[src/rtl/i2s_tx_serializer_pkg.sv]
// rtl/i2s_tx_serializer_pkg.sv - shared constants for the I2S transmit serializer
package i2s_tx_serializer_pkg;

  localparam int I2S_DATA_W = 16;
  localparam int I2S_DIV_W  = 8;

  // lrck level for each channel
  localparam logic CH_LEFT  = 1'b0;
  localparam logic CH_RIGHT = 1'b1;

  localparam logic [1:0] ST_IDLE = 2'd0;
  localparam logic [1:0] ST_RUN  = 2'd1;
  localparam logic [1:0] ST_TAIL = 2'd2;

endpackage

[src/rtl/i2s_tx_serializer_if.sv]
// rtl/i2s_tx_serializer_if.sv - sample FIFO pop handshake between FIFO and serializer
interface i2s_tx_serializer_if
  import i2s_tx_serializer_pkg::*;
#(
  parameter int DATA_W = I2S_DATA_W
);

  logic [2*DATA_W-1:0] data_in;
  logic                data_in_valid;
  logic                data_in_ack;

  modport master (
    output data_in,
    output data_in_valid,
    input  data_in_ack
  );

  modport slave (
    input  data_in,
    input  data_in_valid,
    output data_in_ack
  );

endinterface

[src/rtl/i2s_tx_serializer_sclk_gen.sv]
// rtl/i2s_tx_serializer_sclk_gen.sv - bit clock divider with slot-start strobe
// sclk is held low and the counter cleared whenever run is low.
module i2s_sclk_gen #(
  parameter int DIV_W = 8
) (
  input  logic             clk,
  input  logic             rst,
  input  logic             run,
  input  logic [DIV_W-1:0] div,
  output logic             sclk,
  output logic             slot_start
);

  logic [DIV_W-1:0] cnt;
  logic             tc;
  logic             rise;

  assign tc         = (cnt == div);
  assign rise       = run & tc & ~sclk;
  // the next edge drops sclk, which is where every slot begins
  assign slot_start = run & tc & sclk;

  always_ff @(posedge clk or posedge rst) begin
    if (rst) begin
      cnt  <= '0;
      sclk <= 1'b0;
    end else if (!run) begin
      cnt  <= '0;
      sclk <= 1'b0;
    end else begin
      if (tc) begin
        cnt <= '0;
      end else begin
        cnt <= cnt + 1'b1;
      end
      if (rise) begin
        sclk <= 1'b1;
      end else if (slot_start) begin
        sclk <= 1'b0;
      end
    end
  end

endmodule

[src/rtl/i2s_tx_serializer.sv]
// rtl/i2s_tx_serializer.sv - I2S master transmit serializer fed from the TX sample FIFO
// Pops one {left,right} word per frame and shifts it out MSB-first, one sclk behind lrck.
module i2s_tx_serializer
  import i2s_tx_serializer_pkg::*;
#(
  parameter int DATA_W = I2S_DATA_W,
  parameter int DIV_W  = I2S_DIV_W
) (
  input  logic                      clk,
  input  logic                      rst,
  input  logic                      enable,
  input  logic [DIV_W-1:0]          clk_div,
  i2s_tx_serializer_if.slave        fifo,
  output logic                      i2s_sclk,
  output logic                      i2s_lrck,
  output logic                      i2s_sdout,
  output logic                      underrun,
  output logic                      busy
);

  localparam int FRAME_W = 2 * DATA_W;
  localparam int SLOT_W  = $clog2(FRAME_W);
  localparam logic [SLOT_W-1:0] SLOT_LAST  = SLOT_W'(FRAME_W - 1);
  localparam logic [SLOT_W-1:0] SLOT_RIGHT = SLOT_W'(DATA_W);

  logic [1:0]         state;
  logic [DIV_W-1:0]   div_q;
  logic [SLOT_W-1:0]  slot;
  logic [SLOT_W-1:0]  slot_nxt;
  logic [FRAME_W-1:0] shreg;
  logic               dly;
  logic               slot_start;
  logic               idle_start;
  logic               frame_end;
  logic               frame_start;
  logic               fetch;
  logic [FRAME_W-1:0] frame_word;

  assign busy     = (state != ST_IDLE);
  assign slot_nxt = slot + 1'b1;

  i2s_sclk_gen #(
    .DIV_W (DIV_W)
  ) u_sclk_gen (
    .clk        (clk),
    .rst        (rst),
    .run        (busy),
    .div        (div_q),
    .sclk       (i2s_sclk),
    .slot_start (slot_start)
  );

  assign idle_start  = (state == ST_IDLE) & enable;
  assign frame_end   = (state == ST_RUN) & slot_start & (slot == SLOT_LAST);
  assign frame_start = idle_start | (frame_end & enable);

  // gated by rst so nothing is popped or flagged while held in reset
  assign fetch            = frame_start & ~rst;
  assign fifo.data_in_ack = fetch & fifo.data_in_valid;
  assign underrun         = fetch & ~fifo.data_in_valid;
  assign frame_word       = fifo.data_in_valid ? fifo.data_in : '0;

  always_ff @(posedge clk or posedge rst) begin
    if (rst) begin
      state     <= ST_IDLE;
      div_q     <= '0;
      slot      <= '0;
      shreg     <= '0;
      dly       <= 1'b0;
      i2s_lrck  <= 1'b0;
      i2s_sdout <= 1'b0;
    end else begin
      // slot 0 carries the previous frame's last bit from dly
      if (frame_start) begin
        slot      <= '0;
        i2s_lrck  <= CH_LEFT;
        i2s_sdout <= dly;
        shreg     <= frame_word;
        dly       <= frame_word[0];
      end
      case (state)
        ST_IDLE: begin
          if (enable) begin
            state <= ST_RUN;
            div_q <= clk_div;
          end
        end
        ST_RUN: begin
          if (slot_start) begin
            if (slot == SLOT_LAST) begin
              if (!enable) begin
                state     <= ST_TAIL;
                i2s_lrck  <= CH_LEFT;
                i2s_sdout <= dly;
              end
            end else begin
              slot      <= slot_nxt;
              i2s_lrck  <= (slot_nxt >= SLOT_RIGHT) ? CH_RIGHT : CH_LEFT;
              i2s_sdout <= shreg[FRAME_W-1];
              shreg     <= {shreg[FRAME_W-2:0], 1'b0};
            end
          end
        end
        ST_TAIL: begin
          if (slot_start) begin
            state     <= ST_IDLE;
            i2s_lrck  <= CH_LEFT;
            i2s_sdout <= 1'b0;
            dly       <= 1'b0;
          end
        end
        default: state <= ST_IDLE;
      endcase
    end
  end

endmodule
[src/flat_wrapper.sv]
// flat-port wrapper written by rule: the top's interface ports become plain ports
module i2s_tx_serializer_flat import i2s_tx_serializer_pkg::*;
#(
  parameter int DATA_W = I2S_DATA_W,
  parameter int DIV_W  = I2S_DIV_W
)
  (clk, rst, enable, clk_div, i2s_sclk, i2s_lrck, i2s_sdout, underrun, busy, fifo_data_in, fifo_data_in_valid, fifo_data_in_ack);
  i2s_tx_serializer_if #(.DATA_W(DATA_W)) fifo_i ();
  input  logic clk;
  input  logic rst;
  input  logic enable;
  input  logic [DIV_W-1:0] clk_div;
  output logic i2s_sclk;
  output logic i2s_lrck;
  output logic i2s_sdout;
  output logic underrun;
  output logic busy;
  input wire logic [$bits(fifo_i.data_in)-1:0] fifo_data_in;
  input wire logic [$bits(fifo_i.data_in_valid)-1:0] fifo_data_in_valid;
  output wire logic [$bits(fifo_i.data_in_ack)-1:0] fifo_data_in_ack;
  assign fifo_i.data_in = fifo_data_in;
  assign fifo_i.data_in_valid = fifo_data_in_valid;
  assign fifo_data_in_ack = fifo_i.data_in_ack;
  i2s_tx_serializer #(.DATA_W(DATA_W), .DIV_W(DIV_W)) u_core (.clk(clk), .rst(rst), .enable(enable), .clk_div(clk_div), .fifo(fifo_i), .i2s_sclk(i2s_sclk), .i2s_lrck(i2s_lrck), .i2s_sdout(i2s_sdout), .underrun(underrun), .busy(busy));
endmodule
[config.mk]
export PLATFORM = sky130hd
export DESIGN_NAME = i2s_tx_serializer_flat
export DESIGN_NICKNAME = d
export VERILOG_FILES = /design/src/rtl/i2s_tx_serializer_pkg.sv /design/src/rtl/i2s_tx_serializer_if.sv /design/src/rtl/i2s_tx_serializer_sclk_gen.sv /design/src/rtl/i2s_tx_serializer.sv /design/src/flat_wrapper.sv
export SDC_FILE = /design/constraint.sdc
export NUM_CORES = 1
export LEC_CHECK = 0
export BUFFER_PORTS_ARGS = -buffer_cell sky130_fd_sc_hd__buf_2
export CAP_MARGIN = 40
export CORE_ASPECT_RATIO = 1.75
export CORE_UTILIZATION = 44
export CTS_CLUSTER_DIAMETER = 120
export DETAILED_ROUTE_END_ITERATION = 16
export SLEW_MARGIN = 20
export SYNTH_ARGS = -nofsm -noshare
export SYNTH_HDL_FRONTEND = slang
export SYNTH_SLANG_ARGS = --single-unit
[constraint.sdc]
create_clock -name clk -period 2.7 [get_ports clk]
set_input_delay 0.135 -clock clk [delete_from_list [all_inputs] [get_ports clk]]
set_output_delay 0.135 -clock clk [all_outputs]
set_load 0.01 [all_outputs]
Yosys cells after proc, flatten, opt, wreduce, memory -nomap -nowiden
Cells that the tools add are included.

storage, ports and cells
  input bits = 44
  register bits = 59
  output and inout port bits = 6

cells by class
  $add $sub $neg = 2
  bitwise logic cells = 14
  $lt $le $gt $ge = 1
  reductions and logical operators = 4
  multiplexer cells = 36
  equality and inequality tests = 10

operators by type and width
  kind                                                                      count
  32-bit two-way mux                                                        5
  5-bit two-way mux                                                         4
  1-bit two-way mux                                                         17
  8-bit two-way mux                                                         2
  1-bit AND                                                                 10
  2-bit two-way mux                                                         5
  8-bit by 1-bit adder with 8-bit output (second input constant)            1
  8-bit equality test                                                       1
  2-bit inequality test (second input constant)                             3
  2-bit one-hot mux with 3 select lines                                     1
  5-bit by 1-bit adder with 5-bit output (second input constant)            1
  5-bit equality test (second input constant)                               1
  5-bit greater-or-equal comparator (second input constant)                 1
  5-bit AND reduction                                                       1
  2-bit by 1-bit inequality test with 1-bit output (second input constant)  2
  1-bit one-hot mux with 2 select lines                                     2
  3-bit by 1-bit inequality test with 1-bit output (second input constant)  1
  1-bit inverter                                                            3
  2-bit by 1-bit equality test with 1-bit output (second input constant)    1
  2-bit equality test (second input constant)                               1
  2-bit logical NOT                                                         1
  2-bit AND reduction                                                       1
  2-bit nonzero test                                                        1
  1-bit OR                                                                  1

Depth between registers and ports, before layout
  depth in word-level cells = 12
  depth in mapped cells = 9
  depth with buffers taken out = 8

Cells and area by module
Synthesis repeated with hierarchy kept, for this count alone.

second synthesis, totals
  cell total of the unflattened synthesis = 240
  area, all modules = 2,895.3 µm²

modules (own cells, without submodules)
  module             seq. area each (µm²)  instances  area each (µm²)  cells an instance
  i2s_tx_serializer  1,251.2               1          2,392.3          192
  i2s_sclk_gen       225.2                 1          503.0            48

Worst setup path after synthesis
OpenSTA, ideal clock, no wires.

  path type = reg2out
  from = register u_core.slot[0]
  to = output port underrun
  arrival time = 2.129 ns
  setup slack = 0.436 ns
  stages on the path, launching flop included = 9
  path through = dfrtp_1 ha_1 and3_1 ha_1 nand3_1 or4_1 buf_6 buf_8 a211oi_1

on the way
  longest elaborated chain between the ends = 6

ends and longest elaborated chain
  element                 line                     source
  start, declared         i2s_tx_serializer.sv:28  logic [SLOT_W-1:0] slot;
  start signal, assigned  i2s_tx_serializer.sv:97  slot <= slot_nxt;
  5-bit equality test     i2s_tx_serializer.sv:54  assign frame_end = (state == ST_RUN) & slot_start & (slot == SLOT_LAST);
  1-bit AND               i2s_tx_serializer.sv:54
  1-bit AND               i2s_tx_serializer.sv:55  assign frame_start = idle_start | (frame_end & enable);
  1-bit OR                i2s_tx_serializer.sv:55
  1-bit AND               i2s_tx_serializer.sv:58  assign fetch = frame_start & ~rst;
  1-bit AND               i2s_tx_serializer.sv:60  assign underrun = fetch & ~fifo.data_in_valid;
  end, declared           flat_wrapper.sv:16       output logic underrun;

No other way between the ends.

Final worst setup path
Same ends and word-level chain as after synthesis.

==> results by group <==
Placed design
  – GPL Wtd Cong: 0.892
  – Placed Area: 3360 µm²
  – Pre-CTS WS: 0.360 ns
  – HPWL Detailed: 4750 µm
  – Cells after DPL: 410
  – IO buf count: 49

Logic synthesis
  – Sequential area share after synthesis: 48.4%
  – Number of distinct library cells after synthesis: 41
  – Synthesized cell area: 3050 µm²
  – Largest cells by area after synthesis: dfrtp_1, a221o_1, a21oi_1, nand2_1, mux2_2
  – Cells after Synth: 292
  – Area leader, netlist: dfrtp_1
  – Post-synthesis async set-or-reset flop share: 100%
  – Mapped Nets: 343
  – Area share of the largest cell type after synthesis: 48.4%
  – Synth Register Bits: 59
  – EDFF count, synth: 0
  – Synth top cells by count: dfrtp_1, nand2_1, a21oi_1
  – Main synth FF type: dfrtp_1
  – Average instance area after synthesis: 10.4 µm²
  – Count leader, synth: dfrtp_1
  – Ys Warns: 0

Route
  – Initial DRC Count: 227
  – Routed WL per cell: 16.2 µm
  – Final wirelength: 6920 µm
  – Vias per Instance: 5.75
  – M1 wire length: 2850 µm
  – Met3 Wirelength: 291 µm
  – Vias: 2455
  – DRC Markers: 0
  – Max Used Layer: met4
  – DR pass1 iterations: 5
  – Final ANT Viol Nets: 0
  – Met2 WL: 3610 µm

CTS
  – H-tree levels: 3
  – Clock tree buffer depth: 2
  – CTS Buf Count: 9
  – CTS Sinks: 59
  – CTS root buffer: clkbuf_16
  – CTS tree: yes
  – Clk slew on worst S/H paths: 0.05 ns
  – Clock Latency Late Sink: 0.32 ns

Final layout
  – Fin nets: 391
  – Area of all placed cells without fillers: 3700 µm²
  – Final Util: 56.1%
  – N_diodes: 0
  – Footprint of the multi-input gates: 1460 µm²
  – Non-Filler Instances: 427
  – Area grow syn2layout: 21.2%
  – Fillers: 604
  – Layout cell share with drive strength beyond 1: 27.5%
  – Register area: 1480 µm²

Hold path
  – Hold WC Path Type: input port to flip-flop

Pwr
  – Net Sw Frac: 31.2%
  – Pint: 2.41 mW
  – Lkg Pwr: 1.75 nW
  – Total power: 3.51 mW
  – Sw Pwr: 1.09 mW
  – Clock Power Share: 31.6%
  – P per Cell Area: 949 nW/µm²
  – Peak VDD IR: 0.693 mV
  – Seq pwr share: 40.1%
  – Comb pwr share: 28.3%

Global routing
  – GRT Overall Usage: 21.3%
  – Antenna violations before repair: 0
  – First-pass GRT wire length: 11600 µm
  – Largest net degree at the start of global routing: 37
  – Vias in the first global route: 2459
  – Grt ovf: 0

Timing
  – Worst-Margin Slew: 0.668 ns
  – Final Critical Period: 2.59 ns
  – Slew Limit Fails: 0
  – Clk_skew: 0.00410 ns
  – Final worst slack: 0.115 ns
  – Final Hold Violating Endpoints: 0
  – Rel. slew slack: 55.4%
  – Max Freq: 387 MHz
  – Period utilization: 95.8%
  – Setup violators final: 0

Critical path
  – Maximum net fanout on the critical path: 36
  – CP arrival: 2.45 ns
  – Startpoint Class: flip-flop
  – CP required: 2.57 ns
  – Crit Path Class: flip-flop to output port
  – Crit end category: output port

Floorplan
  – Die Y: 112 µm
  – Core Area: 6590 µm²
  – Die Area: 7280 µm²
  – Io pins: 50
  – Die Width: 64.9 µm
  – Site Rows: 39
  – Starting Density: 46.3%

Job
  – Number of max-cap violations: 0

Outcome
  – Status: complete, no violations
==> cells in the final DEF, fill, tap and decap left out, types with 5 or more instances in the layout <==
cell type  count
dfrtp_1       59
buf_2         49
nand2_1       39
a21oi_1       35
a221o_1       31
nand3_1       12
nor2_1        11
mux2_2        10
clkbuf_16      9
xor2_1         8
and3_1         7
nand4_1        6
buf_4          6
xnor2_1        5
ha_1           5
==> kinds of logic after synthesis <==
kind of cell | Yosys count | synth area share (%)
xor gates and xnor gates | 15 | 4.80
DFF | 59 | 48.4
adders and majority gates | 7 | 2.87
and+or+nand+nor | 90 | 14.0
AOI/OAI and AO/OA | 85 | 21.8
buffers and inverters | 26 | 4.47
muxes | 10 | 3.69
==> registers in the layout (all words and copies together) (netlist names) <==
register and cells:
u_core.shreg 32, u_core.div_q 8, u_core.u_sclk_gen.cnt 8, u_core.slot 5, u_core.state 2, u_core.dly 1, u_core.i2s_lrck 1, u_core.i2s_sdout 1
u_core.u_sclk_gen.sclk 1
==> final timing paths <==
kind / start / endpoint / slack [ns] / depth (start not counted)
hold reg to reg: u_core.shreg[0] / u_core.shreg[0] / 0.48 / 1
setup / recovery: u_core.slot[0] / underrun / 0.11 / 8
setup reg to reg: u_core.state[0] / u_core.shreg[1] / 0.40 / 8
max in group asynchronous: rst / u_core.shreg[29] / 1.38 / 4
min in group asynchronous: rst / u_core.shreg[24] / 0.48 / 3
hold / removal: clk_div[5] / u_core.div_q[5] / 0.04 / 2
==> critical path, cell delays in order (launching register included) <==
cell and delay (ns):
dfrtp_1 0.37, ha_1 0.19, and3_1 0.21, ha_4 0.19
nand3_1 0.13, or4_4 0.45, buf_12 0.19, a211oi_1 0.23
buf_2 0.16
==> power by group through the flow <==
| stage | Sequential [mW] | Clock [mW] | Combinational, mW |
|---|---|---|---|
| floorplan | 1.35 | 0 | 0.747 |
| global placement | 1.41 | 0 | 0.962 |
| detailed placement | 1.41 | 0 | 0.978 |
| CTS | 1.41 | 1.14 | 0.987 |
| global route | 1.44 | 1.18 | 1.10 |
| finish | 1.41 | 1.11 | 0.991 |
==> routing by layer <==
metal	track usage (%)	vias up
li1	-	1177
met5	0	-
met2	34.7	68
met1	25.7	1196
met3	4.98	14
met4	10.7	0
==> layout make-up <==
type / count / share of cell area (%)
repair buffers: 58 / 9.21
flip-flops and latches: 59 / 39.9
inverters: 5 / 0.508
clock inverters: 5 / 1.42
clock buffers: 11 / 6.57
well taps: 82 / 2.78
multi-input cells: 207 / 39.6
==> repair_timing <==
item                                    CTS  global route
gates resized for setup                   1             5
hold buffers                              1             0
endpoints found under the setup margin    1             2
hold endpoints to repair                 30             0
setup buffers                             0             0
==> per-stage QoR <==
step            TNS (ns)  hold WS (ns)
2_1_floorplan          0         0.286
3_3_place_gp           0         0.282
3_5_place_dp           0         0.286
4_1_cts                0        0.0310
5_1_grt        -0.000136        0.0289
6_report               0        0.0386
No activity file was read; power rests on OpenSTA's default activity.
